$ cat config.mk
export PLATFORM = sky130hd
export DESIGN_NAME = dmem_arbiter_flat
export DESIGN_NICKNAME = d
export VERILOG_FILES = /design/src/rtl/dmem_arbiter_pkg.sv /design/src/rtl/dmem_arbiter_if.sv /design/src/rtl/dmem_arbiter_rr_arb2.sv /design/src/rtl/dmem_arbiter.sv /design/src/flat_wrapper.sv
export SDC_FILE = /design/constraint.sdc
export NUM_CORES = 1
export LEC_CHECK = 0
export BUFFER_PORTS_ARGS = -buffer_cell sky130_fd_sc_hd__buf_2
export CORE_MARGIN = 10
export CORE_UTILIZATION = 49
export CTS_CLUSTER_SIZE = 28
export DETAILED_ROUTE_END_ITERATION = 10
export GPL_ROUTABILITY_DRIVEN = 0
export PLACE_DENSITY = 0.86
export SKIP_LAST_GASP = 1
export SLEW_MARGIN = 20
export SYNTH_ARGS = -nofsm -noshare
export SYNTH_HDL_FRONTEND = slang
export SYNTH_SLANG_ARGS = --single-unit
$ cat constraint.sdc
create_clock -name clk -period 5.3 [get_ports clk]
set_clock_uncertainty 0.2 [all_clocks]
set_input_delay 1.325 -clock clk [delete_from_list [all_inputs] [get_ports clk]]
set_output_delay 1.325 -clock clk [all_outputs]
set_load 0.005 [all_outputs]
$ cat src/rtl/dmem_arbiter_pkg.sv
// Shared types and helpers for the data-memory arbiter and its memory model.
// Pure declarations: no latency, no flow control.
package dmem_pkg;

    typedef enum logic [1:0] {
        IDLE   = 2'd0,
        ACCESS = 2'd1,
        RESP   = 2'd2
    } state_t;

    localparam logic [31:0] DEF_BASE_ADDR   = 32'h1000_0000;
    localparam int unsigned DEF_DEPTH_WORDS = 32;
    localparam int unsigned DEF_WAIT_CYCLES = 2;

    // 33-bit arithmetic so a segment ending at the top of the map cannot wrap.
    function automatic logic addr_in_range(input logic [31:0] addr,
                                           input logic [31:0] base,
                                           input logic [31:0] depth_words);
        logic [32:0] last;
        last = {1'b0, base} + {depth_words[30:0], 2'b00} - 33'd4;
        return ({1'b0, addr} >= {1'b0, base}) && ({1'b0, addr} <= last)
               && (addr[1:0] == 2'b00);
    endfunction

endpackage

$ cat src/rtl/dmem_arbiter_if.sv
// Requester ports, memory strobes and status of the data-memory arbiter.
// slave = arbiter side; master = requesters plus memory.
interface dmem_arbiter_if;

    logic        p0_req,   p1_req;
    logic        p0_we,    p1_we;
    logic [31:0] p0_addr,  p1_addr;
    logic [31:0] p0_wdata, p1_wdata;
    logic        p0_done,  p1_done;
    logic        p0_err,   p1_err;
    logic [31:0] p0_rdata, p1_rdata;
    logic        mem_read;
    logic        mem_write;
    logic [31:0] mem_addr;
    logic [31:0] mem_wdata;
    logic [31:0] mem_rdata;
    logic        busy;

    modport slave (
        input  p0_req, p1_req, p0_we, p1_we, p0_addr, p1_addr,
               p0_wdata, p1_wdata, mem_rdata,
        output p0_done, p1_done, p0_err, p1_err, p0_rdata, p1_rdata,
               mem_read, mem_write, mem_addr, mem_wdata, busy
    );

    modport master (
        output p0_req, p1_req, p0_we, p1_we, p0_addr, p1_addr,
               p0_wdata, p1_wdata, mem_rdata,
        input  p0_done, p1_done, p0_err, p1_err, p0_rdata, p1_rdata,
               mem_read, mem_write, mem_addr, mem_wdata, busy
    );

endinterface

$ cat src/rtl/dmem_arbiter_rr_arb2.sv
// Two-input round-robin picker; grant is combinational, pointer updates on advance_i.
// A tie goes to the port that was not granted last; the pointer resets to 1.
module rr_arb2 (
    input  logic       clk,
    input  logic       rst_n,
    input  logic [1:0] req_i,
    input  logic       advance_i,
    output logic       gnt_o
);

    logic ptr_q;
    logic ptr_d;

    always_comb begin
        gnt_o = 1'b0;
        case (req_i)
            2'b11:   gnt_o = ~ptr_q;
            2'b10:   gnt_o = 1'b1;
            default: gnt_o = 1'b0;
        endcase
        ptr_d = advance_i ? gnt_o : ptr_q;
    end

    always_ff @(posedge clk or negedge rst_n) begin
        if (!rst_n) ptr_q <= 1'b1;
        else        ptr_q <= ptr_d;
    end

endmodule

$ cat src/rtl/dmem_arbiter.sv
// Round-robin arbiter and strobe sequencer for the single-port data memory.
// Valid access: done WAIT_CYCLES+1 cycles after grant; range error: done next cycle.
module dmem_arbiter
    import dmem_pkg::*;
#(
    parameter int unsigned WAIT_CYCLES = DEF_WAIT_CYCLES,
    parameter logic [31:0] BASE_ADDR   = DEF_BASE_ADDR,
    parameter int unsigned DEPTH_WORDS = DEF_DEPTH_WORDS
) (
    input  logic           clk,
    input  logic           reset_n,
    dmem_arbiter_if.slave  bus
);

    localparam logic [3:0] CNT_INIT = 4'(WAIT_CYCLES - 1);

    state_t      state_q;
    logic [3:0]  cnt_q;
    logic        port_q;
    logic        we_q;
    logic        mem_read_q;
    logic        mem_write_q;
    logic [31:0] mem_addr_q;
    logic [31:0] mem_wdata_q;
    logic [1:0]  done_q;
    logic [1:0]  err_q;
    logic [31:0] rdata0_q;
    logic [31:0] rdata1_q;
    logic        busy_q;

    logic [1:0]  req;
    logic        gnt;
    logic        advance;
    logic        sel_we;
    logic        sel_ok;
    logic [31:0] sel_addr;
    logic [31:0] sel_wdata;

    assign req       = {bus.p1_req, bus.p0_req};
    assign advance   = (state_q == IDLE) && (req != 2'b00);
    assign sel_we    = gnt ? bus.p1_we    : bus.p0_we;
    assign sel_addr  = gnt ? bus.p1_addr  : bus.p0_addr;
    assign sel_wdata = gnt ? bus.p1_wdata : bus.p0_wdata;
    assign sel_ok    = addr_in_range(sel_addr, BASE_ADDR, 32'(DEPTH_WORDS));

    rr_arb2 u_rr_arb2 (
        .clk       (clk),
        .rst_n     (reset_n),
        .req_i     (req),
        .advance_i (advance),
        .gnt_o     (gnt)
    );

    always_ff @(posedge clk or negedge reset_n) begin
        if (!reset_n) begin
            state_q     <= IDLE;
            cnt_q       <= 4'd0;
            port_q      <= 1'b0;
            we_q        <= 1'b0;
            mem_read_q  <= 1'b0;
            mem_write_q <= 1'b0;
            mem_addr_q  <= 32'd0;
            mem_wdata_q <= 32'd0;
            done_q      <= 2'b00;
            err_q       <= 2'b00;
            rdata0_q    <= 32'd0;
            rdata1_q    <= 32'd0;
            busy_q      <= 1'b0;
        end else begin
            // Response fields and the write strobe are single-cycle pulses.
            done_q      <= 2'b00;
            err_q       <= 2'b00;
            rdata0_q    <= 32'd0;
            rdata1_q    <= 32'd0;
            mem_write_q <= 1'b0;
            case (state_q)
                IDLE: begin
                    if (req != 2'b00) begin
                        port_q <= gnt;
                        we_q   <= sel_we;
                        busy_q <= 1'b1;
                        if (sel_ok) begin
                            state_q     <= ACCESS;
                            cnt_q       <= CNT_INIT;
                            mem_addr_q  <= sel_addr;
                            mem_wdata_q <= sel_we ? sel_wdata : 32'd0;
                            mem_read_q  <= ~sel_we;
                            mem_write_q <= sel_we && (CNT_INIT == 4'd0);
                        end else begin
                            state_q     <= RESP;
                            done_q[gnt] <= 1'b1;
                            err_q[gnt]  <= 1'b1;
                        end
                    end
                end
                ACCESS: begin
                    if (cnt_q == 4'd0) begin
                        state_q        <= RESP;
                        mem_read_q     <= 1'b0;
                        mem_addr_q     <= 32'd0;
                        mem_wdata_q    <= 32'd0;
                        done_q[port_q] <= 1'b1;
                        if (!we_q) begin
                            if (port_q) rdata1_q <= bus.mem_rdata;
                            else        rdata0_q <= bus.mem_rdata;
                        end
                    end else begin
                        cnt_q       <= cnt_q - 4'd1;
                        // Write strobe lands only in the final ACCESS cycle.
                        mem_write_q <= we_q && (cnt_q == 4'd1);
                    end
                end
                RESP: begin
                    state_q <= IDLE;
                    busy_q  <= 1'b0;
                end
                default: begin
                    state_q <= IDLE;
                    busy_q  <= 1'b0;
                end
            endcase
        end
    end

    assign bus.p0_done   = done_q[0];
    assign bus.p1_done   = done_q[1];
    assign bus.p0_err    = err_q[0];
    assign bus.p1_err    = err_q[1];
    assign bus.p0_rdata  = rdata0_q;
    assign bus.p1_rdata  = rdata1_q;
    assign bus.mem_read  = mem_read_q;
    assign bus.mem_write = mem_write_q;
    assign bus.mem_addr  = mem_addr_q;
    assign bus.mem_wdata = mem_wdata_q;
    assign bus.busy      = busy_q;

endmodule

$ cat src/flat_wrapper.sv
// flat-port wrapper written by rule: the top's interface ports become plain ports
module dmem_arbiter_flat import dmem_pkg::*;
#(
    parameter int unsigned WAIT_CYCLES = DEF_WAIT_CYCLES,
    parameter logic [31:0] BASE_ADDR   = DEF_BASE_ADDR,
    parameter int unsigned DEPTH_WORDS = DEF_DEPTH_WORDS
)
  (clk, reset_n, bus_p0_req, bus_p1_req, bus_p0_we, bus_p1_we, bus_p0_addr, bus_p1_addr, bus_p0_wdata, bus_p1_wdata, bus_mem_rdata, bus_p0_done, bus_p1_done, bus_p0_err, bus_p1_err, bus_p0_rdata, bus_p1_rdata, bus_mem_read, bus_mem_write, bus_mem_addr, bus_mem_wdata, bus_busy);
  dmem_arbiter_if bus_i ();
  input  logic clk;
  input  logic reset_n;
  input wire logic [$bits(bus_i.p0_req)-1:0] bus_p0_req;
  input wire logic [$bits(bus_i.p1_req)-1:0] bus_p1_req;
  input wire logic [$bits(bus_i.p0_we)-1:0] bus_p0_we;
  input wire logic [$bits(bus_i.p1_we)-1:0] bus_p1_we;
  input wire logic [$bits(bus_i.p0_addr)-1:0] bus_p0_addr;
  input wire logic [$bits(bus_i.p1_addr)-1:0] bus_p1_addr;
  input wire logic [$bits(bus_i.p0_wdata)-1:0] bus_p0_wdata;
  input wire logic [$bits(bus_i.p1_wdata)-1:0] bus_p1_wdata;
  input wire logic [$bits(bus_i.mem_rdata)-1:0] bus_mem_rdata;
  output wire logic [$bits(bus_i.p0_done)-1:0] bus_p0_done;
  output wire logic [$bits(bus_i.p1_done)-1:0] bus_p1_done;
  output wire logic [$bits(bus_i.p0_err)-1:0] bus_p0_err;
  output wire logic [$bits(bus_i.p1_err)-1:0] bus_p1_err;
  output wire logic [$bits(bus_i.p0_rdata)-1:0] bus_p0_rdata;
  output wire logic [$bits(bus_i.p1_rdata)-1:0] bus_p1_rdata;
  output wire logic [$bits(bus_i.mem_read)-1:0] bus_mem_read;
  output wire logic [$bits(bus_i.mem_write)-1:0] bus_mem_write;
  output wire logic [$bits(bus_i.mem_addr)-1:0] bus_mem_addr;
  output wire logic [$bits(bus_i.mem_wdata)-1:0] bus_mem_wdata;
  output wire logic [$bits(bus_i.busy)-1:0] bus_busy;
  assign bus_i.p0_req = bus_p0_req;
  assign bus_i.p1_req = bus_p1_req;
  assign bus_i.p0_we = bus_p0_we;
  assign bus_i.p1_we = bus_p1_we;
  assign bus_i.p0_addr = bus_p0_addr;
  assign bus_i.p1_addr = bus_p1_addr;
  assign bus_i.p0_wdata = bus_p0_wdata;
  assign bus_i.p1_wdata = bus_p1_wdata;
  assign bus_i.mem_rdata = bus_mem_rdata;
  assign bus_p0_done = bus_i.p0_done;
  assign bus_p1_done = bus_i.p1_done;
  assign bus_p0_err = bus_i.p0_err;
  assign bus_p1_err = bus_i.p1_err;
  assign bus_p0_rdata = bus_i.p0_rdata;
  assign bus_p1_rdata = bus_i.p1_rdata;
  assign bus_mem_read = bus_i.mem_read;
  assign bus_mem_write = bus_i.mem_write;
  assign bus_mem_addr = bus_i.mem_addr;
  assign bus_mem_wdata = bus_i.mem_wdata;
  assign bus_busy = bus_i.busy;
  dmem_arbiter #(.WAIT_CYCLES(WAIT_CYCLES), .BASE_ADDR(BASE_ADDR), .DEPTH_WORDS(DEPTH_WORDS)) u_core (.clk(clk), .reset_n(reset_n), .bus(bus_i));
endmodule
==> metrics.md, run 1 <==
| Metric | Value |
|---|---|
| HPWL Detailed | 14.3 mm |
| Setup violations, final | 0 |
| Worst Setup SP | bus_p1_req |
| Detailed Route WL | 18.5 mm |
| Layout cells sized above 1 | 45.8% |
| Core ar. | 11500 um2 |
| Syn. warnings | 0 |
| Fin nets | 981 |
| Vias in the first global route | 5154 |
| Peak supply drop | 302 uV |
| Vias | 4923 |
| Largest net degree at the start of global routing | 76 |
| Post-Synthesis Cells | 518 |
| Netlist cell types | 43 |
| Gr ovfl total | 0 |
| Syn Nets | 686 |
| Critical path class | in -> reg |
| Post_cts resized | 0 |
| Clock sinks | 144 |
| Setup crit end | u_core.bus.mem_addr[3] |
| Root Buffer Master | clkbuf_16 |
| Post-CTS setup buffers | 0 |
| Fmax | 0.284 GHz |
| Die Footprint | 16600 um2 |
| Avg Vias per Cell | 5.08 |
| Area Growth Syn to Fin | 37.8% |
| Run status | complete, no violations |
| Setup TNS | 0 ns |
| Die width | 129 um |
| Post-synthesis register bit count | 144 |
| WL/cell | 19.1 um |
| Commonest non-fill, non-tap cell in the layout | buf_2 |
| Mapped Area | 5820 um2 |
| Crit path capture type | register |
| Final Hold Slack | 0.280 ns |
| Critical R2R Capture | u_core.bus.mem_wdata[31] |
| Fin area | 8030 um2 |
| Clock-pin slew on the worst setup and hold paths | 0.06 ns |
| Total track usage | 21.8% |
| Placed Area | 7420 um2 |
| Number of fill cells | 875 |
| Clk buf depth | 2 |
| IO Pins | 301 |
| Row count | 39 |
| Clock Latency Late Sink | 0.41 ns |
| Worst-Margin Slew | 0.961 ns |
| H-tree depth | 4 |
| Most frequent cells in the layout | buf_2, dfrtp_1, nand2_1, nor2_1, a21oi_1 |
| Reg-to-Reg Start | u_core.u_rr_arb2.ptr_q |
| Fin. max-slew vios | 0 |
| Maxcap violations | 0 |
| Drt drc | 0 |
| Fin crit share | 66.5% |
| Port bufs | 300 |
| Register area share after synthesis | 61.9% |
| Power per cell area | 444 nW/um2 |
| Leakage | 4.56 nW |
| Initial antenna violation count | 1 |
| RSZ-0062 raised after global routing | false |
| DRT iter0 DRCs | 291 |
| Drt pass-1 iters | 4 |
| Critical Path RT | 5.39 ns |
| Hold Violations, Final | 0 |
| Crit path launch type | input port |
| CTS tree | yes |
| Initial Utilization | 50.6% |
| Synth Area per Inst | 11.2 um2 |
| Num CTS Buffers | 17 |
| Routed Antenna Nets | 0 |
| CP max FO | 54 |
| HP Class | reg -> reg |
| Cts hold-fix bufs | 0 |
| Die height | 129 um |
| Worst path arrival time | 3.61 ns |
| Minimum clock period after layout | 3.52 ns |
| First-pass GRT wire length | 28.1 mm |
| Slew Limit Headroom | 35.9% |
| FF-to-FF setup slack | 2.40 ns |
| R2R cell count | 7 |
-- layout make-up --
| class | count | area [um2] | area share (%) |
|---|---|---|---|
| clock buffers | 18 | 439 | 5.47 |
| clock inverters | 14 | 168 | 2.09 |
| repair buffers | 307 | 1560 | 19.4 |
| diodes | 1 | 2.50 | 0.0312 |
| inverters | 4 | 15.0 | 0.187 |
| well taps | 143 | 179 | 2.23 |
| flip-flops and latches | 144 | 3600 | 44.9 |
| multi-input cells | 339 | 2060 | 25.6 |
-- cell families (layout without fill, tap and decap cells) --
family,count (synthesis),in the layout,synth area share [%]
AOI/OAI and AO/OA,60,60,6.36
buffers and inverters,35,343,2.88
muxes,39,39,8.92
DFF,144,144,61.9
and+or+nand+nor,238,238,19.5
other,0,1,0
adders and majority gates,2,2,0.430
-- synth_stat cells, drive strengths merged --
cell type	instances	share of area [%]
dfrtp	143	61
nand2	80	5.2
nor2	68	4.4
a21oi	39	3.4
mux2	37	8.6
nand2b	34	3.7
and2	26	2.8
clkbuf	22	1.4
nor4	10	1.1
buf	9	1.2
nor3	7	0.60
nand4	5	0.64
inv	4	0.26
o21ai	4	0.34
a31oi	3	0.32
nor4b	3	0.56
a22o	2	0.30
ha	2	0.43
mux2i	2	0.34
nor2b	2	0.21
a211oi	1	0.13
a21bo	1	0.17
a21boi	1	0.19
a21o	1	0.13
a311oi	1	0.15
a41oi	1	0.15
and4	1	0.15
dfstp	1	0.45
o21a	1	0.13
o221ai	1	0.45
o22a	1	0.15
o22ai	1	0.11
o2bb2ai	1	0.15
o31ai	1	0.13
or2	1	0.11
or3	1	0.11
-- sequential cells by signal, summed over array words and instances, names as in the netlist, 2 cells and up --
name / flops
u_core.err_q: 2
u_core.done_q: 2
u_core.state_q: 2
u_core.bus.p1_rdata: 32
u_core.bus.mem_wdata: 32
u_core.bus.mem_addr: 32
u_core.bus.p0_rdata: 32
u_core.cnt_q: 4
-- worst min-delay path by stage --
| stage | cells after the start | end | startpoint |
|---|---|---|---|
| global route | 1 | u_core.bus.mem_addr[10] | u_core.bus.mem_addr[10] |
| CTS | 1 | u_core.bus.mem_addr[10] | u_core.bus.mem_addr[10] |
| finish | 1 | u_core.bus.mem_addr[31] | u_core.bus.mem_addr[31] |
| detailed placement | 1 | u_core.bus.mem_addr[10] | u_core.bus.mem_addr[10] |
| floorplan | 1 | u_core.cnt_q[3] | u_core.cnt_q[3] |
| global placement | 1 | u_core.bus.mem_addr[15] | u_core.bus.mem_addr[15] |
-- critical path, cell delays in order --
cell and delay [ns]:
buf_2 0.12, a21boi_4 0.16, buf_4 0.39, nand4_2 0.21, o221ai_4 0.33, nand2_2 0.24
buf_4 0.41, mux2_1 0.41
-- report_power, final --
part	switching, W	total [W]	leakage, nW	internal [W]
Clock	0.000492	0.00121	0.293	0.000723
Combinational	0.000497	0.000962	2.31	0.000466
Sequential	0.000128	0.00139	1.95	0.00126
-- routing by layer --
metal	global-route usage, %	part of all wire (%)	wire length [um]
met1	23.5	36	6730
met2	38.8	53	9820
met3	7.93	9.2	1710
met4	7.16	1.5	281
met5	0	0	0
-- stage by stage --
step	utilization, %	std cells	power [W]	setup slack [ns]
detailed placement	64.4	937	0.00237	1.34
floorplan	-	518	0.00203	2.22
global route	69.7	970	0.00374	1.63
finish	69.7	970	0.00356	1.78
CTS	69.7	969	0.00359	1.77
global placement	64.4	937	0.00234	1.41
Note: power is estimated with default switching activity, not from simulation.
==> run 2: changes to the inputs <==
Settings changed: CORE_UTILIZATION 49 to 45, PLACE_DENSITY 0.86 to 0.8.
Clock period 5.3 ns to 3.4 ns, I/O delays scaled along.
==> run 2 against run 1 <==
Effect of this change: clock power up 55%; die area rose by 7.5%; highest routed layer unchanged; non-clock buffer count up 2; routed wire length down 2.0%; setup slack got worse by 0.86 ns; flip-flop and latch count did not move; largest cell class unchanged; utilization shrank 5.7 points; via count fell by 1.6%.
==> metrics.md, run 2 (synthesized netlist as in run 1, its figures left out) <==
| Metric | Value |
|---|---|
| Clock sinks | 144 |
| Fin crit share | 73.0% |
| Slew Limit Headroom | 29.7% |
| Initial Utilization | 45.9% |
| Initial antenna violation count | 2 |
| Clock Latency Late Sink | 0.41 ns |
| Fmax | 0.403 GHz |
| Internal power | 0.00391 W |
| Post-CTS setup buffers | 0 |
| Critical Path RT | 3.50 ns |
| Run status | complete, no violations |
| Maxcap violations | 0 |
| Crit-path cells | buf_2 > nor4_1 > nand4_1 > o221ai_4 > nand2_2 > buf_12 > mux2_4 |
| Crit path launch type | input port |
| CP max stage delay | 0.37 ns |
| Vias in the first global route | 5374 |
| Psw | 0.00167 W |
| Die Footprint | 17900 um2 |
| Setup violations, final | 0 |
| CTS tree | yes |
| Critical path class | in -> reg |
| Area Growth Syn to Fin | 39.2% |
| DRT iter0 DRCs | 333 |
| Routed Antenna Nets | 0 |
| HPWL Detailed | 13.9 mm |
| Layout cells sized above 1 | 45.7% |
| Logic pwr share | 27.5% |
| Clk buf depth | 2 |
| Die height | 134 um |
| Switch share | 29.9% |
| Gr ovfl total | 0 |
| Fin. max-slew vios | 0 |
| Detailed Route WL | 18.2 mm |
| CP max FO | 65 |
| Row count | 41 |
| RSZ-0062 raised after global routing | false |
| Core ar. | 12700 um2 |
| Vias | 4846 |
| Most frequent cells in the layout | buf_2, dfrtp_1, nand2_1, nor2_1, a21oi_1 |
| Hold Violations, Final | 0 |
| Clock-pin slew on the worst setup and hold paths | 0.06 ns |
| Crit path max-delay cell type | o221ai_4 |
| Post_cts resized | 0 |
| Crit path capture type | register |
| Drt drc | 0 |
| Setup TNS | 0 ns |
| Port bufs | 300 |
| DP Worst Slack | 0.461 ns |
| Peak supply drop | 706 uV |
| IO Pins | 301 |
| Total track usage | 20.2% |
| Worst-Margin Slew | 1.05 ns |
| Worst path arrival time | 2.58 ns |
| Minimum clock period after layout | 2.48 ns |
| WL/cell | 18.1 um |
| Drt pass-1 iters | 6 |
| Cts hold-fix bufs | 0 |
| Clk network pwr share | 33.6% |
| Sequential share of power | 38.9% |
| Fin nets | 983 |
| Num CTS Buffers | 17 |
| Root Buffer Master | clkbuf_16 |
| Largest net degree at the start of global routing | 67 |
| First-pass GRT wire length | 28.4 mm |
| Die width | 134 um |
| Avg Vias per Cell | 4.84 |
| Power per cell area | 688 nW/um2 |
| R2R cell count | 6 |
| HP Class | in -> async |
| Leakage | 4.59 nW |
| Final worst slack | 0.919 ns |
| Commonest non-fill, non-tap cell in the layout | buf_2 |
| H-tree depth | 4 |
==> run 2: critical path: cells and delay by family <==
family	cells	cell delay, ns
muxes	1	0.33
AOI/OAI and AO/OA	1	0.37
and+or+nand+nor	3	0.67
buffers and inverters	2	0.30
==> run 2: routing by layer <==
layer	track usage, %	part of all wire (%)
met5	0	0
met4	8.83	1.6
met3	7.52	8.7
met2	34.6	53
met1	21.8	37
==> run 2: layout make-up <==
cell class	count	area (um2)
diodes	2	5.00
clock buffers	21	460
clock inverters	11	136
fillers	1048	4560
inverters	4	15.0
multi-input cells	339	2060
flip-flops and latches	144	3600
well taps	172	215
repair buffers	309	1610
==> run 2: worst paths after layout <==
path,startpoint,endpoint,slack (ns)
max reg2reg,u_core.cnt_q[0],u_core.bus.p0_rdata[18],1.04
min in group clk,u_core.bus.mem_addr[8],u_core.bus.mem_addr[8],0.28
min,reset_n,u_core.bus.p0_rdata[28],0.12
min reg2reg,u_core.bus.mem_addr[8],u_core.bus.mem_addr[8],0.28
max,bus_p1_addr[7],u_core.bus.mem_wdata[14],0.92
max in group asynchronous,reset_n,u_core.bus.mem_addr[7],2.04
==> run 2: metrics by stage <==
step           instance area [um2]  util (%)  hold WS [ns]  instances  total power (W)
2_1_floorplan                 5820         -         0.271        518          0.00316
3_3_place_gp                  7500      59.2         0.260        968          0.00370
3_5_place_dp                  7500      59.2         0.269        968          0.00375
4_1_cts                       8100      63.9         0.111       1000          0.00564
5_1_grt                       8110      64.0         0.130       1002          0.00587
6_report                      8110      64.0         0.119       1002          0.00558
==> run 2: power groups by stage <==
stage / Sequential, W / Clock [W] / Combinational (W)
after floorplan: 0.00214 / 0 / 0.00102
after global placement: 0.00218 / 0 / 0.00152
after detailed placement: 0.00218 / 0 / 0.00156
after CTS: 0.00217 / 0.00190 / 0.00156
after global routing: 0.00220 / 0.00198 / 0.00169
final: 0.00217 / 0.00187 / 0.00153
